===== src/rtl/alu_share_arbiter_if.sv =====
// alu_share_arbiter_if: requester-side request/response bundle of alu_share_arbiter.
interface alu_share_arbiter_if #(
   parameter int NUM_REQ = 2,
   parameter int IDW     = 3
);
   logic [NUM_REQ-1:0]    req_valid;
   logic [NUM_REQ-1:0]    req_ready;
   logic [32*NUM_REQ-1:0] req_a;
   logic [32*NUM_REQ-1:0] req_b;
   logic [14*NUM_REQ-1:0] req_sig;
   logic                  resp_valid;
   logic [IDW-1:0]        resp_id;
   logic [31:0]           resp_result;
   logic [1:0]            resp_flags;
   logic                  busy;
   modport master (
      output req_valid, req_a, req_b, req_sig,
      input  req_ready, resp_valid, resp_id, resp_result, resp_flags, busy
   );
   modport slave (
      input  req_valid, req_a, req_b, req_sig,
      output req_ready, resp_valid, resp_id, resp_result, resp_flags, busy
   );
endinterface


===== src/rtl/alu_share_arbiter.sv =====
// alu_share_arbiter: round-robin sharing of one combinational ALU, one op in flight.
// Optional ALU_DIV0_GUARD_EN: div/mod by zero bypasses the ALU with a fixed 1-cycle result.
module alu_share_arbiter #(
   parameter int NUM_REQ   = 2,
   parameter int MULTI_LAT = 4,
   parameter int IDW       = 3
) (
   input  logic                  clk,
   input  logic                  reset,
   alu_share_arbiter_if.slave    bus,
   output logic [31:0]           alu_a,
   output logic [31:0]           alu_b,
   output logic [13:0]           alu_signals,
   input  logic [31:0]           alu_result,
   input  logic [1:0]            alu_flags
);
   localparam int CW = MULTI_LAT > 1 ? $clog2(MULTI_LAT) : 1;
   typedef enum logic {IDLE, EXEC} state_t;
   state_t         state_q, state_d;
   logic [IDW-1:0] rr_ptr_q, rr_ptr_d, gid_q, gid_d, resp_id_q, resp_id_d;
   logic [IDW-1:0] gnt, gnt_hi, gnt_lo;
   logic [CW-1:0]  cnt_q, cnt_d;
   logic [31:0]    alu_a_q, alu_a_d, alu_b_q, alu_b_d, ovr_res_q, ovr_res_d;
   logic [31:0]    resp_result_q, resp_result_d, a_sel, b_sel;
   logic [13:0]    alu_sig_q, alu_sig_d, sig_sel;
   logic [1:0]     resp_flags_q, resp_flags_d;
   logic           ovr_q, ovr_d, resp_valid_q, resp_valid_d;
   logic           any_hi, any_lo, div0;
   logic [4:0]     op;
   // Lowest valid index at or above rr_ptr wins; otherwise wrap to the lowest valid index.
   always_comb begin
      any_hi = 1'b0;
      any_lo = 1'b0;
      gnt_hi = '0;
      gnt_lo = '0;
      a_sel = '0;
      b_sel = '0;
      sig_sel = '0;
      for (int i = NUM_REQ - 1; i >= 0; i--) begin
         if (bus.req_valid[i] && IDW'(i) >= rr_ptr_q) begin
            gnt_hi = IDW'(i);
            any_hi = 1'b1;
         end
         if (bus.req_valid[i]) begin
            gnt_lo = IDW'(i);
            any_lo = 1'b1;
         end
      end
      gnt = any_hi ? gnt_hi : gnt_lo;
      for (int i = 0; i < NUM_REQ; i++) begin
         if (IDW'(i) == gnt) begin
            a_sel = bus.req_a[32*i +: 32];
            b_sel = bus.req_b[32*i +: 32];
            sig_sel = bus.req_sig[14*i +: 14];
         end
      end
   end
   assign op = sig_sel[13:9];
   assign bus.req_ready = (state_q == IDLE && any_lo && !reset) ? NUM_REQ'(1) << gnt : '0;
`ifdef ALU_DIV0_GUARD_EN
   assign div0 = (op == 5'b00011 || op == 5'b00100) && b_sel == '0;
`else
   assign div0 = 1'b0;
`endif
   always_comb begin
      state_d = state_q;
      rr_ptr_d = rr_ptr_q;
      gid_d = gid_q;
      cnt_d = cnt_q;
      alu_a_d = alu_a_q;
      alu_b_d = alu_b_q;
      alu_sig_d = alu_sig_q;
      ovr_d = ovr_q;
      ovr_res_d = ovr_res_q;
      resp_valid_d = 1'b0;
      resp_id_d = resp_id_q;
      resp_result_d = resp_result_q;
      resp_flags_d = resp_flags_q;
      if (state_q == IDLE && any_lo) begin
         state_d = EXEC;
         rr_ptr_d = gnt == IDW'(NUM_REQ - 1) ? '0 : gnt + 1'b1;
         gid_d = gnt;
         alu_a_d = a_sel;
         alu_b_d = b_sel;
         alu_sig_d = sig_sel;
         cnt_d = (op inside {5'b00010, 5'b00011, 5'b00100}) && !div0 ? CW'(MULTI_LAT - 1) : '0;
         // Undefined opcodes and guarded div0 return a fixed value instead of the ALU output.
         ovr_d = op == 5'b01101 || op[4] || div0;
         ovr_res_d = div0 ? (op[0] ? 32'hFFFF_FFFF : a_sel) : '0;
      end else if (state_q == EXEC) begin
         cnt_d = cnt_q != '0 ? cnt_q - 1'b1 : cnt_q;
         state_d = cnt_q != '0 ? EXEC : IDLE;
         resp_valid_d = cnt_q == '0;
         resp_id_d = cnt_q == '0 ? gid_q : resp_id_q;
         resp_result_d = cnt_q == '0 ? (ovr_q ? ovr_res_q : alu_result) : resp_result_q;
         resp_flags_d = cnt_q == '0 ? (ovr_q ? 2'b00 : alu_flags) : resp_flags_q;
      end
   end
   always_ff @(posedge clk) begin
      if (reset) begin
         state_q <= IDLE;
         rr_ptr_q <= '0;
         gid_q <= '0;
         cnt_q <= '0;
         alu_a_q <= '0;
         alu_b_q <= '0;
         alu_sig_q <= '0;
         ovr_q <= 1'b0;
         ovr_res_q <= '0;
         resp_valid_q <= 1'b0;
         resp_id_q <= '0;
         resp_result_q <= '0;
         resp_flags_q <= '0;
      end else begin
         state_q <= state_d;
         rr_ptr_q <= rr_ptr_d;
         gid_q <= gid_d;
         cnt_q <= cnt_d;
         alu_a_q <= alu_a_d;
         alu_b_q <= alu_b_d;
         alu_sig_q <= alu_sig_d;
         ovr_q <= ovr_d;
         ovr_res_q <= ovr_res_d;
         resp_valid_q <= resp_valid_d;
         resp_id_q <= resp_id_d;
         resp_result_q <= resp_result_d;
         resp_flags_q <= resp_flags_d;
      end
   end
   assign alu_a = alu_a_q;
   assign alu_b = alu_b_q;
   assign alu_signals = alu_sig_q;
   assign bus.resp_valid = resp_valid_q;
   assign bus.resp_id = resp_id_q;
   assign bus.resp_result = resp_result_q;
   assign bus.resp_flags = resp_flags_q;
   assign bus.busy = state_q != IDLE;
endmodule


===== src/flat_wrapper.sv =====
// flat-port wrapper written by rule: the top's interface ports become plain ports
module alu_share_arbiter_flat 
#(
   parameter int NUM_REQ   = 2,
   parameter int MULTI_LAT = 4,
   parameter int IDW       = 3
)
  (clk, reset, alu_a, alu_b, alu_signals, alu_result, alu_flags, bus_req_valid, bus_req_a, bus_req_b, bus_req_sig, bus_req_ready, bus_resp_valid, bus_resp_id, bus_resp_result, bus_resp_flags, bus_busy);
  alu_share_arbiter_if #(.NUM_REQ(NUM_REQ), .IDW(IDW)) bus_i ();
  input  logic clk;
  input  logic reset;
  output logic [31:0] alu_a;
  output logic [31:0] alu_b;
  output logic [13:0] alu_signals;
  input  logic [31:0] alu_result;
  input  logic [1:0] alu_flags;
  input wire logic [$bits(bus_i.req_valid)-1:0] bus_req_valid;
  input wire logic [$bits(bus_i.req_a)-1:0] bus_req_a;
  input wire logic [$bits(bus_i.req_b)-1:0] bus_req_b;
  input wire logic [$bits(bus_i.req_sig)-1:0] bus_req_sig;
  output wire logic [$bits(bus_i.req_ready)-1:0] bus_req_ready;
  output wire logic [$bits(bus_i.resp_valid)-1:0] bus_resp_valid;
  output wire logic [$bits(bus_i.resp_id)-1:0] bus_resp_id;
  output wire logic [$bits(bus_i.resp_result)-1:0] bus_resp_result;
  output wire logic [$bits(bus_i.resp_flags)-1:0] bus_resp_flags;
  output wire logic [$bits(bus_i.busy)-1:0] bus_busy;
  assign bus_i.req_valid = bus_req_valid;
  assign bus_i.req_a = bus_req_a;
  assign bus_i.req_b = bus_req_b;
  assign bus_i.req_sig = bus_req_sig;
  assign bus_req_ready = bus_i.req_ready;
  assign bus_resp_valid = bus_i.resp_valid;
  assign bus_resp_id = bus_i.resp_id;
  assign bus_resp_result = bus_i.resp_result;
  assign bus_resp_flags = bus_i.resp_flags;
  assign bus_busy = bus_i.busy;
  alu_share_arbiter #(.NUM_REQ(NUM_REQ), .MULTI_LAT(MULTI_LAT), .IDW(IDW)) u_core (.clk(clk), .reset(reset), .bus(bus_i), .alu_a(alu_a), .alu_b(alu_b), .alu_signals(alu_signals), .alu_result(alu_result), .alu_flags(alu_flags));
endmodule

===== config.mk =====
export PLATFORM = sky130hd
export DESIGN_NAME = alu_share_arbiter_flat
export DESIGN_NICKNAME = d
export VERILOG_FILES = /design/src/rtl/alu_share_arbiter_if.sv /design/src/rtl/alu_share_arbiter.sv /design/src/flat_wrapper.sv
export SDC_FILE = /design/constraint.sdc
export NUM_CORES = 1
export LEC_CHECK = 0
export CORE_AREA = 3 3 120 122
export CTS_CLUSTER_SIZE = 30
export DETAILED_ROUTE_END_ITERATION = 6
export DIE_AREA = 0 0 123 125
export GPL_ROUTABILITY_DRIVEN = 0
export PLACE_DENSITY = 0.72
export SKIP_CTS_REPAIR_TIMING = 1
export SKIP_LAST_GASP = 1
export SLEW_MARGIN = 20
export SYNTH_ARGS = -nofsm -noshare
export SYNTH_HDL_FRONTEND = slang
export SYNTH_SLANG_ARGS = --single-unit

===== constraint.sdc =====
create_clock -name clk -period 3.4 [get_ports clk]
set_input_delay 0.51 -clock clk [delete_from_list [all_inputs] [get_ports clk]]
set_output_delay 0.51 -clock clk [all_outputs]
set_load 0.005 [all_outputs]

==> flow_metrics.tcl <==
set metrics [dict create \
    dieArea_um2 15400 \
    register_area_um2 2400 \
    grt_max_degree 52 \
    setup_tns_ns 0 \
    maxCapViolations 0 \
    vias 4631 \
    fillers 1043 \
    synthTopCellsByCount "dfxtp_1 (120), a22o_1 (84), a21o_1 (52)" \
    initial_core_util 0.337 \
    fp.dieH_um 125 \
    grt_pass1_wl_mm 25.0 \
    drc_errors 0 \
    combPwrFrac 0.190 \
    diodes 0 \
    clkTransAtPathRegs_ns 0.06 \
    grt_pass1_vias 4829 \
    wl_per_cell_um 17.7 \
    hold_viol 0 \
    end_kind "primary output" \
    p_int_w 0.00326 \
    drv_slew 0 \
    synthAdderAreaFrac 0.00279 \
    drtIter0Drc 173 \
    synth_warnings 0 \
    power.share.clock 0.429 \
    syn_area_um2 4490 \
    yosysTopAreaCellShare 0.536 \
    drive_gt1_frac 0.0648 \
    timing.rr.start "u_core.bus.busy" \
    fin_skew_ns 0.00906 \
    htreeDepth 4 \
    synthSimpleGateAreaFrac 0.0658 \
    rrSetupSlack_ns 1.34 \
    globalRouteOverflowTotal 0 \
    fmax_mhz 340 \
    synthCells 426 \
    track_usage 0.208 \
    synth_ff_type "dfxtp_1" \
    critPathKind "input port to primary output" \
    first_pass_iters 5 \
    worstReg2RegEnd "u_core.alu_b[17]" \
    clkLatencyLatePin_ns 0.41 \
    layout_setup_ws_ns 0.454 \
    final_cell_area_um2 8340 \
    hp-class "flop to flop" \
    synth.avg_cell_area_um2 10.5 \
    ant_nets 0 \
    port_buffers 310 \
    yosys-mux-area-fraction 0 \
    rsz0062_at_grt "no" \
    crit_fanout 7 \
    placed_area_um2 7740 \
    synth-seq-cells 120 \
    crit_end "bus_req_ready[1]" \
    worstSetupStartpoint "bus_req_valid[0]" \
    syn_to_final_growth_pct 85.9 \
    synthTopCellsByArea "dfxtp_1 (54%), a22o_1 (16%), a21o_1 (8.7%), a22oi_1 (3.8%), a21oi_1 (3.1%)" \
    cts_tree "yes" \
    power.density_nw_per_um2 507 \
    min_period_ns 2.95 \
    synth_top_family_by_area "compound AO/OA/AOI/OAI gates" \
    std_cell_rows 42 \
    clockRootBuffer "clkbuf_16" \
    hold_slack_ns 0.465 \
    cts_sinks 120 \
    vdd_drop_max_mv 0.285 \
    viasPerCell 5.05 \
    setup.worst_path.start_class "input port" \
    core_area_um2 13300 \
    ios 313 \
    antenna_found_initial 0 \
    finalSetupViolations 0 \
    synth-edff-count 0 \
    yosysSeqAreaShare 0.536 \
    tightestPinTransition_ns 0.845 \
    max_slew_margin 0.437 \
    synth_compound_area_frac 0.353 \
    nets 924 \
    clockBufferDepth 2 \
    synth-xor-area-share 0 \
    critPathArrivalTime_ns 2.44 \
    synth_cell_types 34 \
    crit_required_ns 2.89 \
    power_switching_w 0.000965 \
    dp_hpwl_mm 12.1 \
    synth_top_cell_by_area "dfxtp_1" \
    r2r_cells 5 \
    post-synth-top-count-cell "dfxtp_1" \
    leakagePower_nw 3.53 \
    sw_frac_of_total 0.228 \
    pre_cts_ws_ns 0.472 \
    die_x_um 123 \
    wl_mm 16.2 \
    synth-async-reset-ratio 0 \
    status "finished, final reports clean" \
    multi_input_area_um2 1920 \
    seqPwrFrac 0.381 \
    post-route-period-util 0.866 \
    cts_made_buffers 17 \
]
[how the worst min path moves through the flow]
stage / cells after the start / slack, ns / end / start
after global routing: 1 / 0.48 / u_core.gid_q[0] / u_core.gid_q[0]
after global placement: 1 / 0.45 / u_core.gid_q[0] / u_core.gid_q[0]
after floorplan: 1 / 0.43 / u_core.gid_q[0] / u_core.gid_q[0]
final: 2 / 0.46 / u_core.bus.resp_id[0] / u_core.bus.resp_id[0]
after CTS: 1 / 0.46 / u_core.gid_q[0] / u_core.gid_q[0]
after detailed placement: 1 / 0.45 / u_core.gid_q[0] / u_core.gid_q[0]
[per-stage QoR]
stage / instances / utilization / power (W)
floorplan: 427 / - / 0.00190
global route: 917 / 0.627 / 0.00441
global placement: 886 / 0.582 / 0.00242
CTS: 917 / 0.627 / 0.00427
detailed placement: 886 / 0.582 / 0.00244
finish: 917 / 0.627 / 0.00423
[state kept, by name, indices dropped and copies added, names as in the netlist]
signal                  cells
u_core.bus.busy             1
u_core.bus.resp_valid       1
u_core.bus.resp_flags       2
u_core.alu_a               32
u_core.bus.resp_result     32
u_core.ovr_q                1
u_core.alu_b               32
u_core.cnt_q                2
u_core.rr_ptr_q             1
u_core.gid_q                1
u_core.bus.resp_id          1
u_core.alu_signals         14
[worst max-delay path, cell delays in order]
cell	delay [ns]
clkdlybuf4s50_1	0.50
nand2b_1	0.25
nand2_1	0.23
nor3_4	0.36
clkdlybuf4s50_1	0.59
[power by group through the flow]
stage / clock network [W] / registers (W) / logic (W)
2_1_floorplan: 0 / 0.00163 / 0.000262
3_3_place_gp: 0 / 0.00163 / 0.000796
3_5_place_dp: 0 / 0.00163 / 0.000806
4_1_cts: 0.00186 / 0.00161 / 0.000811
5_1_grt: 0.00192 / 0.00162 / 0.000867
6_report: 0.00181 / 0.00161 / 0.000804
[placed cells by master, fill, tap and decap left out, types with 4 or more instances in the layout]
cell type          n
nor2_1             7
inv_1              4
a21oi_1           27
a21o_1            52
a22o_1            84
nand2_1           31
a22oi_1           23
a311oi_1           4
clkdlybuf4s50_1  309
nand3_1            5
dfxtp_1          120
buf_4              8
clkbuf_16         17
[routing by layer]
metal / share of wire / routed length (µm) / GRT usage / vias to the layer above
li1: - / - / - / 2215
met1: 0.36 / 5800 / 0.207 / 2167
met2: 0.50 / 8110 / 0.362 / 217
met3: 0.12 / 1870 / 0.101 / 32
met4: 0.028 / 448 / 0.0912 / 0
met5: 0 / 0 / 0 / -
[cells by family after synthesis]
logic type / count (synthesis)
buffers and inverters: 40
other: 1
AOI/OAI and AO/OA: 205
adders and majority gates: 1
and+or+nand+nor: 59
DFF: 120
[final cells by class]
cell class                      count  share of cell area
Multi-Input combinational cell    267               0.231
Timing Repair Buffer              319               0.381
Sequential cell                   120               0.288
Clock inverter                      8              0.0144
Tap cell                          176              0.0264
Inverter                            4             0.00180
Clock buffer                       23              0.0573
No activity file was read; power rests on OpenSTA's default activity.
